===== src/rtl/seg7_scan_driver.sv =====
// 7-segment scan driver: time-multiplexes DIGITS hex nibbles onto one seg/dp bus with a one-hot anode select.
// Registered outputs, 1-cycle latency from holding registers; no backpressure, load is accepted every cycle.
module seg7_scan_driver #(
    parameter int DIGITS        = 4,
    parameter int DIV           = 1000,
    parameter int AN_ACTIVE_LOW = 0
) (
    input  logic                  clk,
    input  logic                  rst,
    input  logic                  en,
    input  logic                  load,
    input  logic [4*DIGITS-1:0]   data,
    input  logic [DIGITS-1:0]     dp_in,
    input  logic                  lz_blank,
    output logic [6:0]            seg,
    output logic                  dp,
    output logic [DIGITS-1:0]     an,
    output logic                  frame
);
    localparam int CW = (DIV > 1) ? $clog2(DIV) : 1;
    localparam int IW = $clog2(DIGITS);
    localparam logic [CW-1:0]     CNT_LAST = CW'(DIV - 1);
    localparam logic [IW-1:0]     IDX_LAST = IW'(DIGITS - 1);
    localparam logic [DIGITS-1:0] AN_OFF   = {DIGITS{AN_ACTIVE_LOW != 0}};

    function automatic logic [6:0] hex_to_seg(input logic [3:0] nib);
        logic [6:0] s;
        case (nib)
            4'h0:    s = 7'b1111110;
            4'h1:    s = 7'b0110000;
            4'h2:    s = 7'b1101101;
            4'h3:    s = 7'b1111001;
            4'h4:    s = 7'b0110011;
            4'h5:    s = 7'b1011011;
            4'h6:    s = 7'b1011111;
            4'h7:    s = 7'b1110000;
            4'h8:    s = 7'b1111111;
            4'h9:    s = 7'b1111011;
            4'hA:    s = 7'b1110111;
            4'hB:    s = 7'b0011111;
            4'hC:    s = 7'b1001110;
            4'hD:    s = 7'b0111101;
            4'hE:    s = 7'b1001111;
            default: s = 7'b1000111;
        endcase
        return s;
    endfunction

    logic [CW-1:0]       cnt_q, cnt_d;
    logic [IW-1:0]       idx_q, idx_d;
    logic [4*DIGITS-1:0] hold_data_q, hold_data_d;
    logic [DIGITS-1:0]   hold_dp_q, hold_dp_d;
    logic [6:0]          seg_q, seg_d;
    logic                dp_q, dp_d;
    logic [DIGITS-1:0]   an_q, an_d;
    logic                frame_q, frame_d;
    logic                adv;
    logic [DIGITS-1:0]   blank;
    logic [3:0]          cur_nib;
    logic                cur_dp;
    logic                cur_blank;

    always_comb begin
        adv         = en && (cnt_q == CNT_LAST);
        cnt_d       = cnt_q;
        idx_d       = idx_q;
        if (en) begin
            cnt_d = adv ? '0 : cnt_q + 1'b1;
        end
        if (adv) begin
            idx_d = (idx_q == IDX_LAST) ? '0 : idx_q + 1'b1;
        end
        hold_data_d = load ? data  : hold_data_q;
        hold_dp_d   = load ? dp_in : hold_dp_q;
    end

    // blank[k]: digit k and every digit above it hold zero; digit 0 is never blanked
    always_comb begin
        blank = '0;
        blank[DIGITS-1] = (hold_data_q[4*DIGITS-4 +: 4] == 4'h0);
        for (int k = DIGITS - 2; k >= 1; k--) begin
            blank[k] = blank[k+1] && (hold_data_q[4*k +: 4] == 4'h0);
        end
    end

    // Output regs follow the index being entered this edge, so a load that coincides
    // with an advance shows the old value on the new digit and the new value one cycle later.
    always_comb begin
        cur_nib   = '0;
        cur_dp    = 1'b0;
        cur_blank = 1'b0;
        for (int k = 0; k < DIGITS; k++) begin
            if (idx_d == IW'(k)) begin
                cur_nib   = hold_data_q[4*k +: 4];
                cur_dp    = hold_dp_q[k];
                cur_blank = lz_blank && blank[k];
            end
        end
    end

    always_comb begin
        seg_d   = '0;
        dp_d    = 1'b0;
        an_d    = AN_OFF;
        frame_d = adv && (idx_q == IDX_LAST);
        if (en) begin
            seg_d = cur_blank ? 7'b0000000 : hex_to_seg(cur_nib);
            dp_d  = cur_dp;
            an_d  = AN_OFF ^ (DIGITS'(1) << idx_d);
        end
    end

    always_ff @(posedge clk) begin
        if (rst) begin
            cnt_q       <= '0;
            idx_q       <= '0;
            hold_data_q <= '0;
            hold_dp_q   <= '0;
            seg_q       <= '0;
            dp_q        <= 1'b0;
            an_q        <= AN_OFF;
            frame_q     <= 1'b0;
        end else begin
            cnt_q       <= cnt_d;
            idx_q       <= idx_d;
            hold_data_q <= hold_data_d;
            hold_dp_q   <= hold_dp_d;
            seg_q       <= seg_d;
            dp_q        <= dp_d;
            an_q        <= an_d;
            frame_q     <= frame_d;
        end
    end

    assign seg   = seg_q;
    assign dp    = dp_q;
    assign an    = an_q;
    assign frame = frame_q;
endmodule


===== config.mk =====
export PLATFORM = sky130hd
export DESIGN_NAME = seg7_scan_driver
export DESIGN_NICKNAME = d
export VERILOG_FILES = /design/src/rtl/seg7_scan_driver.sv
export SDC_FILE = /design/constraint.sdc
export NUM_CORES = 1
export LEC_CHECK = 0
export CORE_MARGIN = 2
export CORE_UTILIZATION = 25
export CTS_BUF_LIST = sky130_fd_sc_hd__clkbuf_8
export DETAILED_ROUTE_END_ITERATION = 10
export HOLD_SLACK_MARGIN = 0.1
export SLEW_MARGIN = 25
export SYNTH_ARGS = -nofsm -noshare
export SYNTH_HDL_FRONTEND = slang
export SYNTH_SLANG_ARGS = --single-unit
export TNS_END_PERCENT = 20

===== constraint.sdc =====
create_clock -name clk -period 4.13 [get_ports clk]
set_input_delay 0.413 -clock clk [delete_from_list [all_inputs] [get_ports clk]]
set_output_delay 0.413 -clock clk [all_outputs]
set_load 0.02 [all_outputs]

==> metrics <==
Worst setup EP type flip-flop; CP most frequent cell mux2i_1; RSZ-0062 raised after global routing false; #FFs+latches synth 45; IO Pins 38; H-Tree Depth 2; Slew Limit Fails 0; Worst VDD drop 0.000145 V; Slew HR 60.7%; count leader, synth dfxtp_1; setup TNS 0 ns; share of cells above drive strength 1 6.67%; post-layout min period 3.47 ns; Root Driver clkbuf_8; Hold Fails Final Rpt 0; routed wire length 4.73 mm; Setup Viol. Count Final 0; status completed; vias in the first global route 1694; worst endpoint required time 4.30 ns; placed cell count 370; Post-Synthesis Net Count 270; nets 303; Pleak 1.16 nW; Worst-Margin Slew 0.589 ns; Max stage delay on crit path 0.68 ns; skew final 0.00496 ns; crit path DAT 3.63 ns; Post-synth EDFFs 0; Mapped Area 2230 sq um; Starting Density 25.6%; share of the synthesized area in the top cell type 40.5%; Via density 4.64; post-CTS resize count 0; CTS max path bufs 2; slowest stage cell, crit path clkdlybuf4s50_1; first-pass GRT wire length 8.15 mm; CTS tree built; Clock Sinks 45; Yosys top cell by area dfxtp_1; Avg Cell Area, Syn 9.43 sq um; crit-path max FO 11; # rows 34; most frequent cells after synthesis dfxtp_1, nor2_1, mux2i_1; synth unique cells 38; RePlAce Congestion 0.867; CP Launch Type input port; sequential fraction of the synthesis area 40.5%; # DRC 0; die span in x 98.4 um; placed cell area 2680 sq um; CTS Hold Bufs 0; number of detailed-route iterations in the first pass 4; Area growth syn-to-layout 23.8%; initial antenna violation count 0; Mapped Cells 236; PD cells 303 nW/um^2; GRT overflow 0; Setup CP Type input port to flip-flop; pin count of the biggest net entering global routing 36; first-iteration detailed-routing DRC count 104; ys flop type dfxtp_1; max-cap check violation count 0; # fillers 950; core area 8680 sq um; fin cells 378; ys async rst share 0%; Final HPWL DP 3.50 mm; total of warnings raised by yosys 0; worst skew pair latency 0.29 ns; via count 1754; Fmax achieved 289 MHz; full die area 9670 sq um; largest cells by area after synthesis dfxtp_1, mux2i_1, nor2_1; Setup Buffers After CTS 0; Avg WL per Cell 12.5 um; Detail Route Antenna Nets 0; clk slew on worst S/H paths 0.08 ns; n_diodes 0; Critical path buffers and inverters 1; Inserted Clock Buffers 5; number of port buffers 37; worst-path cell chain clkdlybuf4s50_1, nand4_1, nor3_4, mux2i_1, mux2i_1, ha_1, mux2_1, mux2i_1, nor2_1; Final period util 83.9%; die height 98.4 um; HP Class flip-flop to flip-flop; fin area 2760 sq um; Crit path max-delay family multiplexers; gr usage total 10.3%
==> worst reg2reg max path, cell delays in order (launching register included) <==
cell and delay, ns:
dfxtp_1 0.37, ha_1 0.23, nand4_1 0.29, nor3_4 0.48, mux2i_1 0.48, mux2i_1 0.45, ha_1 0.33, mux2_1 0.30
mux2i_1 0.13, nor2_1 0.05
==> layout by cell type (no fill, tap or decap) <==
master / count
nand2_1: 17
nor2b_1: 1
a22oi_1: 1
mux2i_1: 31
nor3b_1: 2
inv_1: 8
xor2_1: 5
clkbuf_8: 5
or3b_4: 1
nand2b_1: 11
or3_1: 1
a2111oi_0: 4
a32oi_1: 4
nor2b_4: 1
a21oi_1: 6
nor3_4: 1
mux2_4: 3
nand3_1: 5
xnor2_1: 3
dfxtp_1: 45
and4b_1: 1
ha_1: 9
nand4_1: 3
and4_1: 1
a311oi_1: 2
nand3b_1: 1
o21bai_1: 1
buf_2: 1
clkdlybuf4s50_1: 36
buf_4: 3
mux2_2: 2
mux2_1: 1
nor2_1: 34
a221oi_1: 4
nor3_1: 10
nor4_1: 3
nor3b_2: 1
and3_1: 2
==> final timing paths <==
| check | end | depth (start not counted) | slack [ns] | start |
|---|---|---|---|---|
| hold / removal | dp | 2 | 0.49 | hold_dp_q[0] |
| hold reg to reg | dp | 2 | 0.49 | hold_dp_q[0] |
| setup reg to reg | seg[3] | 9 | 0.92 | cnt_q[0] |
| setup / recovery | seg[3] | 9 | 0.66 | en |
==> kinds of logic (layout without fill, tap and decap cells) <==
group / after synthesis / count (layout) / synth area share [%]
AO/OA/AOI/OAI: 22 / 22 / 7.53
buffers and inverters: 19 / 53 / 4.16
flip-flops: 45 / 45 / 40.5
multiplexers: 37 / 37 / 17.5
adder cells (fa/ha/maj): 9 / 9 / 5.06
AND/OR/NAND/NOR: 96 / 96 / 22.1
XOR/XNOR: 8 / 8 / 3.15
==> area by class of cell <==
cell class              count  area (sq um)  area share (%)
inverters                   5          18.8           0.681
flip-flops and latches     45           901            32.7
clock inverters             3          11.3           0.409
multi-input cells         172          1230            44.7
repair buffers             40           388            14.1
clock buffers               5          68.8            2.50
well taps                 108           135            4.90
==> routing by layer <==
layer	track usage [%]	vias up	part of all wire [%]
li1	-	893	-
met1	14.3	819	50
met2	16.0	37	44
met3	2.65	5	4.4
met4	2.53	0	0.76
met5	0	-	0
==> report_power, final <==
part	internal, mW	switching [mW]
registers	0.452	0.0127
clock network	0.113	0.141
logic	0.0617	0.0538
total	0.627	0.207
==> stage by stage <==
step	total power, mW	util, %	hold slack [ns]	setup slack, ns
after floorplan	0.544	-	0.454	1.13
after global placement	0.591	30.9	0.471	0.494
after detailed placement	0.591	30.8	0.486	0.413
after CTS	0.843	31.7	0.499	0.681
after global routing	0.881	31.7	0.533	0.421
final	0.834	31.7	0.491	0.664
==> sequential cells by signal, summed over array words and instances, names as in the netlist <==
name	flops
frame	1
seg	7
hold_dp_q	4
hold_data_q	16
dp	1
idx_q	2
an	4
cnt_q	10
No activity file was read; power rests on OpenSTA's default activity.
